--- src/rtl/hi_xcorr_pkg.sv ---
// Shared encodings for the HF cross-correlation receive-window sequencer.
package hi_xcorr_pkg;

    localparam logic [1:0] MODE_848  = 2'b00;
    localparam logic [1:0] MODE_424  = 2'b01;
    localparam logic [1:0] MODE_212  = 2'b10;
    localparam logic [1:0] MODE_RSVD = 2'b11;

    localparam int unsigned FRAME_SAMPLES = 64;

    typedef enum logic [2:0] {
        StIdle,
        StArm,
        StGuard,
        StRx,
        StDone
    } sched_state_e;

    // Returns {xcorr_is_848, xcorr_quarter_freq} for a subcarrier mode.
    function automatic logic [1:0] mode_pins(input logic [1:0] mode);
        logic [1:0] pins;
        case (mode)
            MODE_848: pins = 2'b10;
            MODE_424: pins = 2'b00;
            MODE_212: pins = 2'b11;
            default:  pins = 2'b10;
        endcase
        return pins;
    endfunction

endpackage

--- src/rtl/hi_xcorr_frame_cnt.sv ---
// Loadable frame down-counter; last flags that the next tick ends the count.
module hi_xcorr_frame_cnt #(
    parameter int unsigned W = 12
) (
    input  logic         clk,
    input  logic         rst_n,
    input  logic         load,
    input  logic [W-1:0] load_val,
    input  logic         tick,
    output logic         last
);

    logic [W-1:0] count;

    always_ff @(posedge clk or negedge rst_n) begin
        if (!rst_n) begin
            count <= '0;
        end else if (load) begin
            count <= load_val;
        end else if (tick && count != '0) begin
            count <= count - W'(1);
        end
    end

    assign last = (count == W'(1));

endmodule

--- src/rtl/hi_xcorr_sched.sv ---
// Receive-window sequencer: latches a config, switches mode pins on a frame
// boundary, waits out the guard frames, then gates SSP reports for the window.
module hi_xcorr_sched
    import hi_xcorr_pkg::*;
#(
    parameter int unsigned GUARD_W = 12,
    parameter int unsigned WIN_W   = 16
) (
    input  logic               ck_1356meg,
    input  logic               reset_n,
    input  logic               cfg_valid,
    output logic               cfg_ready,
    input  logic [1:0]         cfg_mode,
    input  logic               cfg_snoop,
    input  logic [GUARD_W-1:0] cfg_guard,
    input  logic [WIN_W-1:0]   cfg_window,
    input  logic               abort,
    input  logic               frame_tick,
    output logic               xcorr_is_848,
    output logic               xcorr_quarter_freq,
    output logic               snoop,
    output logic               rx_gate,
    output logic               busy,
    output logic               done,
    output logic               aborted,
    output logic               cfg_err,
    output logic [WIN_W-1:0]   rx_frames
);

    sched_state_e       state;
    logic [1:0]         mode_sh;
    logic               snoop_sh;
    logic [GUARD_W-1:0] guard_sh;
    logic [WIN_W-1:0]   window_sh;

    logic tick_ok, abort_hit, enter_rx;
    logic guard_load, guard_tick, guard_last;
    logic win_tick, win_last;

    // abort beats a coincident frame_tick, so no counting on that edge
    assign tick_ok    = frame_tick && !abort;
    assign abort_hit  = abort && (state == StArm || state == StGuard || state == StRx);
    assign guard_load = tick_ok && (state == StArm);
    assign guard_tick = tick_ok && (state == StGuard);
    assign win_tick   = tick_ok && (state == StRx);
    assign enter_rx   = tick_ok && ((state == StArm && guard_sh == '0) ||
                                    (state == StGuard && guard_last));

    hi_xcorr_frame_cnt #(.W(GUARD_W)) u_guard_cnt (
        .clk      (ck_1356meg),
        .rst_n    (reset_n),
        .load     (guard_load),
        .load_val (guard_sh),
        .tick     (guard_tick),
        .last     (guard_last)
    );

    hi_xcorr_frame_cnt #(.W(WIN_W)) u_win_cnt (
        .clk      (ck_1356meg),
        .rst_n    (reset_n),
        .load     (enter_rx),
        .load_val (window_sh),
        .tick     (win_tick),
        .last     (win_last)
    );

    always_ff @(posedge ck_1356meg or negedge reset_n) begin
        if (!reset_n) begin
            state              <= StIdle;
            mode_sh            <= MODE_848;
            snoop_sh           <= 1'b0;
            guard_sh           <= '0;
            window_sh          <= '0;
            cfg_ready          <= 1'b1;
            xcorr_is_848       <= 1'b1;
            xcorr_quarter_freq <= 1'b0;
            snoop              <= 1'b0;
            rx_gate            <= 1'b0;
            busy               <= 1'b0;
            done               <= 1'b0;
            aborted            <= 1'b0;
            cfg_err            <= 1'b0;
            rx_frames          <= '0;
        end else begin
            done    <= 1'b0;
            aborted <= 1'b0;
            cfg_err <= 1'b0;
            if (abort_hit) begin
                state     <= StIdle;
                rx_gate   <= 1'b0;
                snoop     <= 1'b0;
                aborted   <= 1'b1;
                busy      <= 1'b0;
                cfg_ready <= 1'b1;
            end else begin
                unique case (state)
                    StIdle: begin
                        if (cfg_valid) begin
                            if (cfg_mode == MODE_RSVD) begin
                                cfg_err <= 1'b1;
                            end else begin
                                mode_sh   <= cfg_mode;
                                snoop_sh  <= cfg_snoop;
                                guard_sh  <= cfg_guard;
                                window_sh <= cfg_window;
                                rx_frames <= '0;
                                state     <= StArm;
                                busy      <= 1'b1;
                                cfg_ready <= 1'b0;
                            end
                        end
                    end
                    StArm: begin
                        if (frame_tick) begin
                            {xcorr_is_848, xcorr_quarter_freq} <= mode_pins(mode_sh);
                            snoop <= snoop_sh;
                            state <= StGuard;
                        end
                    end
                    StGuard: begin
                    end
                    StRx: begin
                        if (frame_tick) begin
                            if (rx_frames != '1) begin
                                rx_frames <= rx_frames + WIN_W'(1);
                            end
                            if (win_last) begin
                                state   <= StDone;
                                rx_gate <= 1'b0;
                                done    <= 1'b1;
                            end
                        end
                    end
                    StDone: begin
                        state     <= StIdle;
                        snoop     <= 1'b0;
                        busy      <= 1'b0;
                        cfg_ready <= 1'b1;
                    end
                    default: begin
                        state <= StIdle;
                    end
                endcase

                // An empty window skips RX entirely and finishes with no gated frames
                if (enter_rx) begin
                    if (window_sh == '0) begin
                        state <= StDone;
                        done  <= 1'b1;
                    end else begin
                        state   <= StRx;
                        rx_gate <= 1'b1;
                    end
                end
            end
        end
    end

endmodule

--- config.mk ---
export PLATFORM = sky130hd
export DESIGN_NAME = hi_xcorr_sched
export DESIGN_NICKNAME = d
export VERILOG_FILES = /design/src/rtl/hi_xcorr_pkg.sv /design/src/rtl/hi_xcorr_frame_cnt.sv /design/src/rtl/hi_xcorr_sched.sv
export SDC_FILE = /design/constraint.sdc
export NUM_CORES = 1
export LEC_CHECK = 0
export BUFFER_PORTS_ARGS = -buffer_cell sky130_fd_sc_hd__buf_2
export CAP_MARGIN = 20
export CORE_ASPECT_RATIO = 0.9
export CORE_UTILIZATION = 35
export DETAILED_ROUTE_END_ITERATION = 10
export GPL_TIMING_DRIVEN = 0
export SLEW_MARGIN = 20
export SYNTH_ARGS = -nofsm -noshare
export SYNTH_HDL_FRONTEND = slang
export SYNTH_HIERARCHICAL = 1
export SYNTH_SLANG_ARGS = --single-unit
--- constraint.sdc ---
create_clock -name ck_1356meg -period 3.1 [get_ports ck_1356meg]
set_clock_uncertainty 0.05 [all_clocks]
set_input_delay 0.155 -clock ck_1356meg [delete_from_list [all_inputs] [get_ports ck_1356meg]]
set_output_delay 0.155 -clock ck_1356meg [all_outputs]
set_load 0.05 [all_outputs]
## Word level (Yosys, flattened, before mapping)

Index checks and enable logic that the tools add are counted.

| word-level totals | value |
|---|---|
| bits in registers | 87 |
| output and inout port bits | 25 |

| cells by class | value |
|---|---|
| eq/ne operators | 23 |
| reductions and logical operators | 30 |
| $add $sub $neg | 3 |
| bitwise operators | 2 |
| muxes and demuxes | 47 |

Operators by type and width:

| cell | number |
|---|---|
| 16-bit 2-to-1 mux | 6 |
| 16-bit one-hot mux with 2 select lines | 1 |
| 1-bit 2-to-1 mux | 25 |
| 12-bit 2-to-1 mux | 2 |
| 3-bit 2-to-1 mux | 8 |
| 16-bit by 1-bit adder with 16-bit output, second input constant | 1 |
| 16-bit by 1-bit == test with 1-bit output, second input constant | 1 |
| 16-bit zero test | 1 |
| 16-bit inequality test, second input constant | 1 |
| 4-bit inequality test, second input constant | 4 |
| 16-bit nonzero test | 1 |
| 16-bit by 1-bit subtractor with 16-bit output, second input constant | 1 |
| 12-bit by 1-bit == test with 1-bit output, second input constant | 1 |
| 12-bit zero test | 1 |
| 3-bit inequality test, second input constant | 4 |
| 3-bit one-hot mux with 4 select lines | 1 |
| 6-bit AND reduction | 2 |
| 12-bit nonzero test | 1 |
| 12-bit by 1-bit subtractor with 12-bit output, second input constant | 1 |
| 1-bit logical AND | 10 |
| 3-bit by 2-bit == test with 1-bit output, second input constant | 2 |
| 2-bit inequality test, second input constant | 3 |
| 1-bit one-hot mux with 2 select lines | 3 |
| 3-bit AND reduction | 2 |
| 15 further kinds | 22 |

## Depth between registers and ports, before layout

| depth | value |
|---|---|
| word-level depth | 7 |
| mapped depth | 11 |
| gate-level depth less buffers | 9 |

## Modules after synthesis

The synthesis kept the hierarchy.

Modules (own cells, without submodules):

| module | area each (µm²) | instances | seq. area each (µm²) | cells an instance |
|---|---|---|---|---|
| hi_xcorr_sched | 2,844.0 | 1 | 1,478.9 | 302 |
| hi_xcorr_frame_cnt (u_win_cnt) | 1,102.3 | 1 | 400.4 | 132 |
| hi_xcorr_frame_cnt (u_guard_cnt) | 792.0 | 1 | 300.3 | 92 |

## Worst setup path after synthesis

No wires, ideal clock.

| path | value |
|---|---|
| path type | register -> register |
| start point | register u_guard_cnt.count[5] |
| end point | register u_win_cnt.count[9] |
| setup slack | 594 ps |
| data required time | 2,913 ps |
| setup time | 137 ps |
| cell stages (with the launch flop) | 11 |
| arrival | 2,319 ps |
| path through | dfrtp_1 or4_4 buf_6 or2_0 buf_2 nor3_1 a22o_1 clkbuf_1 nor2_1 o2111ai_1 nand3_1 |

| on the way | value |
|---|---|
| cells in the longest elaborated chain, start to end | 5 |
| elaborated cells on any way between the ends | 6 |

Ends and longest elaborated chain:

| item | RTL line | RTL |
|---|---|---|
| start, declared | hi_xcorr_frame_cnt.sv:13 | `logic [W-1:0] count;` |
| start signal, assigned | hi_xcorr_frame_cnt.sv:19 | `count <= load_val;` |
| start signal, assigned | hi_xcorr_frame_cnt.sv:21 | `count <= count - W'(1);` |
| 12-bit by 1-bit == test with 1-bit output (*) | hi_xcorr_frame_cnt.sv:25 | `assign last = (count == W'(1));` |
| named net guard_last | hi_xcorr_sched.sv:37 | `logic guard_load, guard_tick, guard_last;` |
| 1-bit logical AND (*) | hi_xcorr_sched.sv:47 | `(state == StGuard && guard_last));` |
| 1-bit logical OR (*) | hi_xcorr_sched.sv:46 | `assign enter_rx = tick_ok && ((state == StArm && guard_sh == '0) \|\|` |
| 1-bit logical AND (*) | hi_xcorr_sched.sv:46 |  |
| named net enter_rx | hi_xcorr_sched.sv:36 | `logic tick_ok, abort_hit, enter_rx;` |
| 16-bit 2-to-1 mux / 2-bit nonzero test (equally long branches) | n/a |  |
| end signal, assigned | hi_xcorr_frame_cnt.sv:19 |  |
| end signal, assigned | hi_xcorr_frame_cnt.sv:21 |  |
| end, declared | hi_xcorr_frame_cnt.sv:13 |  |

Mark *: on every way through the listed nets, which the timed path passes. The rest lies on a longest branch.
A chain may end at the register's enable or synchronous reset.

## Worst setup path in the final report

| path | value |
|---|---|
| start point | register u_guard_cnt.count[2] |
| end point | register u_win_cnt.count[13] |

Same word-level chain as after synthesis.

==> results.json <==
{
  "cts.clk_slew.worst_paths_ps": 70,
  "clock_latency_ps": 340,
  "pwr-share-seq_pct": 40.6,
  "grt_pass1_vias": 4293,
  "drtAntennaViolNets": 0,
  "fin_tns_setup_ps": 0,
  "port_buffers": 60,
  "critPathRequiredTime_ps": 3230,
  "vdd.ir_drop.worst_mv": 0.505,
  "ios": 61,
  "clock_sinks": 87,
  "synthDistinctLibCells": 75,
  "dp_cells": 751,
  "final_common_cell": "nand2_1",
  "max_cap_violations": 0,
  "syn_to_final_growth_pct": 25.3,
  "synth_cells": 526,
  "globalRouteOverflowTotal": 0,
  "stdcell_area_um2": 5940,
  "fin_cells": 797,
  "synth.net_count": 568,
  "nNetsFinal": 670,
  "dr.pass1.iters": 5,
  "netSwitchingPower_mw": 1.79,
  "final_cell_mix": "nand2_1, dfrtp_1, buf_2",
  "p_int_mw": 2.94,
  "track_usage_pct": 19.0,
  "syn-cell-area_um2": 4740,
  "power_density_nw_per_um2": 796,
  "avgSynthCellArea_um2": 9.01,
  "cp.arrival_ps": 3050,
  "max_freq_mhz": 343,
  "leakagePower_nw": 2.66,
  "worst_slew_pin_slew_ps": 1090,
  "drt-total-wl_mm": 12.6,
  "gp_congestion": 0.864,
  "synth-seq-area-share_pct": 46.0,
  "tritoncts": "built",
  "yosys.area.top_type": "dfrtp_1",
  "die_w_um": 125,
  "synth_area_leaders": "dfrtp_1, nand2_1, nor2_1",
  "start_util_pct": 36.6,
  "place_hpwl_mm": 8.88,
  "period_share_pct": 94.1,
  "post_dp_cell_area_um2": 5280,
  "worst-path-max-fanout": 10,
  "fin_crit_ps": 2920,
  "maxSlewViolCount": 0,
  "drc_errors": 0,
  "synth_top_cell_area_share_pct": 44.9,
  "grt_pass1_wl_mm": 21.3,
  "synth-seq-cells": 87,
  "fill_cells": 1272,
  "vias": 4384,
  "synthArstFlopShare_pct": 100,
  "cts_root_buf": "clkbuf_16",
  "synth_edf_count": 0,
  "cp-end-kind": "flip-flop",
  "antenna_found_initial": 0,
  "vias_per_cell": 5.50,
  "p_comb_share_pct": 32.4,
  "drive_gt1_share_pct": 19.7,
  "slew_headroom_pct": 26.9,
  "coreArea_um2": 12900,
  "clockBufferDepth": 2,
  "startpoint_type": "flip-flop",
  "switching_share_pct": 37.9,
  "finalHoldViolCount": 0,
  "die_area_um2": 14000,
  "dieHeight_um": 112,
  "worstSetupPathType": "reg -> reg",
  "yosys_most_used_dff": "dfrtp_1",
  "hold_class": "in -> reg",
  "rows": 39,
  "yosysWarnings": 6,
  "setup_violations": 0,
  "utilization_pct": 45.9,
  "pwr-share-clk_pct": 27.0,
  "numCtsBuffers": 9,
  "grt_start_max_net_pins": 55,
  "routedWlPerCell_um": 15.8,
  "rsz0062_at_grt": "false",
  "drt-initial-drc-count": 321,
  "status": "complete, no violations",
  "htree_num_levels": 3,
  "diodes": 0
}
Yosys cell counts (all sizes together) (5+ instances only):
master / number
a21oi: 22
a31oi: 16
and3: 7
buf: 17
clkbuf: 7
dfrtp: 85
ha: 6
inv: 16
nand2: 119
nand2b: 6
nand3: 20
nand4: 7
nor2: 45
nor3: 10
nor4: 13
o21ai: 23
o31ai: 11
o41ai: 5
or3: 8
or4: 20
or4b: 5
final timing paths:
check / cells after the start / endpoint / slack [ps] / from
max: 10 / u_win_cnt/count[13]$_DFFE_PN0P_ / 180 / u_guard_cnt/count[2]$_DFFE_PN0P_
max reg2reg: 10 / u_win_cnt/count[13]$_DFFE_PN0P_ / 180 / u_guard_cnt/count[2]$_DFFE_PN0P_
max in group asynchronous: 3 / cfg_ready$_DFFE_PN1P_ / 2150 / reset_n
min in group asynchronous: 2 / guard_sh[1]$_DFFE_PN0P_ / 220 / reset_n
min reg2reg: 1 / xcorr_is_848$_DFFE_PN1P_ / 430 / mode_sh[0]$_DFFE_PN0P_
min: 3 / done$_DFF_PN0_ / 110 / frame_tick
sequential cells by signal (all words and copies together), names as in the netlist, 2 cells and up:
| register | flops |
|---|---|
| u_guard_cnt/count | 12 |
| u_win_cnt/count | 16 |
| state | 3 |
| window_sh | 16 |
| mode_sh | 2 |
| guard_sh | 12 |
| rx_frames | 16 |
critical path: stages (launching register included):
cell and delay [ps]:
dfrtp_1 430, or4_4 500, buf_6 150, or2_0 190, buf_2 160, nor3_1 200
a22o_2 320, inv_1 200, clkbuf_1 310, nor2_1 170, a31oi_1 70
timing repair:
| action | in CTS | in global routing |
|---|---|---|
| gates cloned | 0 | 0 |
| endpoints found under the hold margin | 62 | 0 |
| setup endpoints to repair | 1 | 1 |
| gates resized for setup | 1 | 1 |
| hold buffers | 30 | 0 |
| setup buffers | 0 | 0 |
stage by stage:
stage,hold slack (ps),total power [mW],worst slack [ps]
floorplan,-191,2.97,594
global placement,299,3.39,104
detailed placement,20.0,3.44,34.9
CTS,95.2,4.78,131
global route,117,5.04,24.9
finish,108,4.73,184
per-layer routing:
layer  global-route usage, %  share of wire (%)  vias to the layer above
met1                    25.1                 47                     2137
met5                       0                  0                        -
met2                    31.1                 48                      118
met3                    4.34                4.0                       18
met4                    6.10                1.1                        0
li1                        -                  -                     2111
power groups by stage:
| stage | clock network, mW | logic, mW | registers (mW) |
|---|---|---|---|
| after CTS | 1.31 | 1.54 | 1.92 |
| final | 1.27 | 1.53 | 1.92 |
| after floorplan | 0 | 0.950 | 2.02 |
| after detailed placement | 0 | 1.51 | 1.93 |
| after global routing | 1.35 | 1.71 | 1.98 |
| after global placement | 0 | 1.47 | 1.92 |
cell families (layout without fill, tap and decap cells):
group / after synthesis / in the layout / share of synthesized area [%]
AND/OR/NAND/NOR: 278 / 278 / 30.4
AO/OA/AOI/OAI: 105 / 105 / 15.4
flip-flops: 87 / 87 / 46.0
buffers and inverters: 41 / 148 / 4.75
adder cells (fa/ha/maj): 6 / 6 / 1.58
multiplexers: 5 / 5 / 1.08
XOR/XNOR: 4 / 4 / 0.739
layout make-up:
| cell class | instances | area [um2] | area share [%] |
|---|---|---|---|
| inverters | 17 | 63.8 | 1.07 |
| well taps | 164 | 205 | 3.45 |
| flip-flops and latches | 87 | 2180 | 36.7 |
| plain buffers | 24 | 161 | 2.72 |
| multi-input cells | 398 | 2340 | 39.4 |
| repair buffers | 91 | 634 | 10.7 |
| clock buffers | 10 | 239 | 4.02 |
| clock inverters | 6 | 115 | 1.94 |
Power figures use the tool's default switching activity.
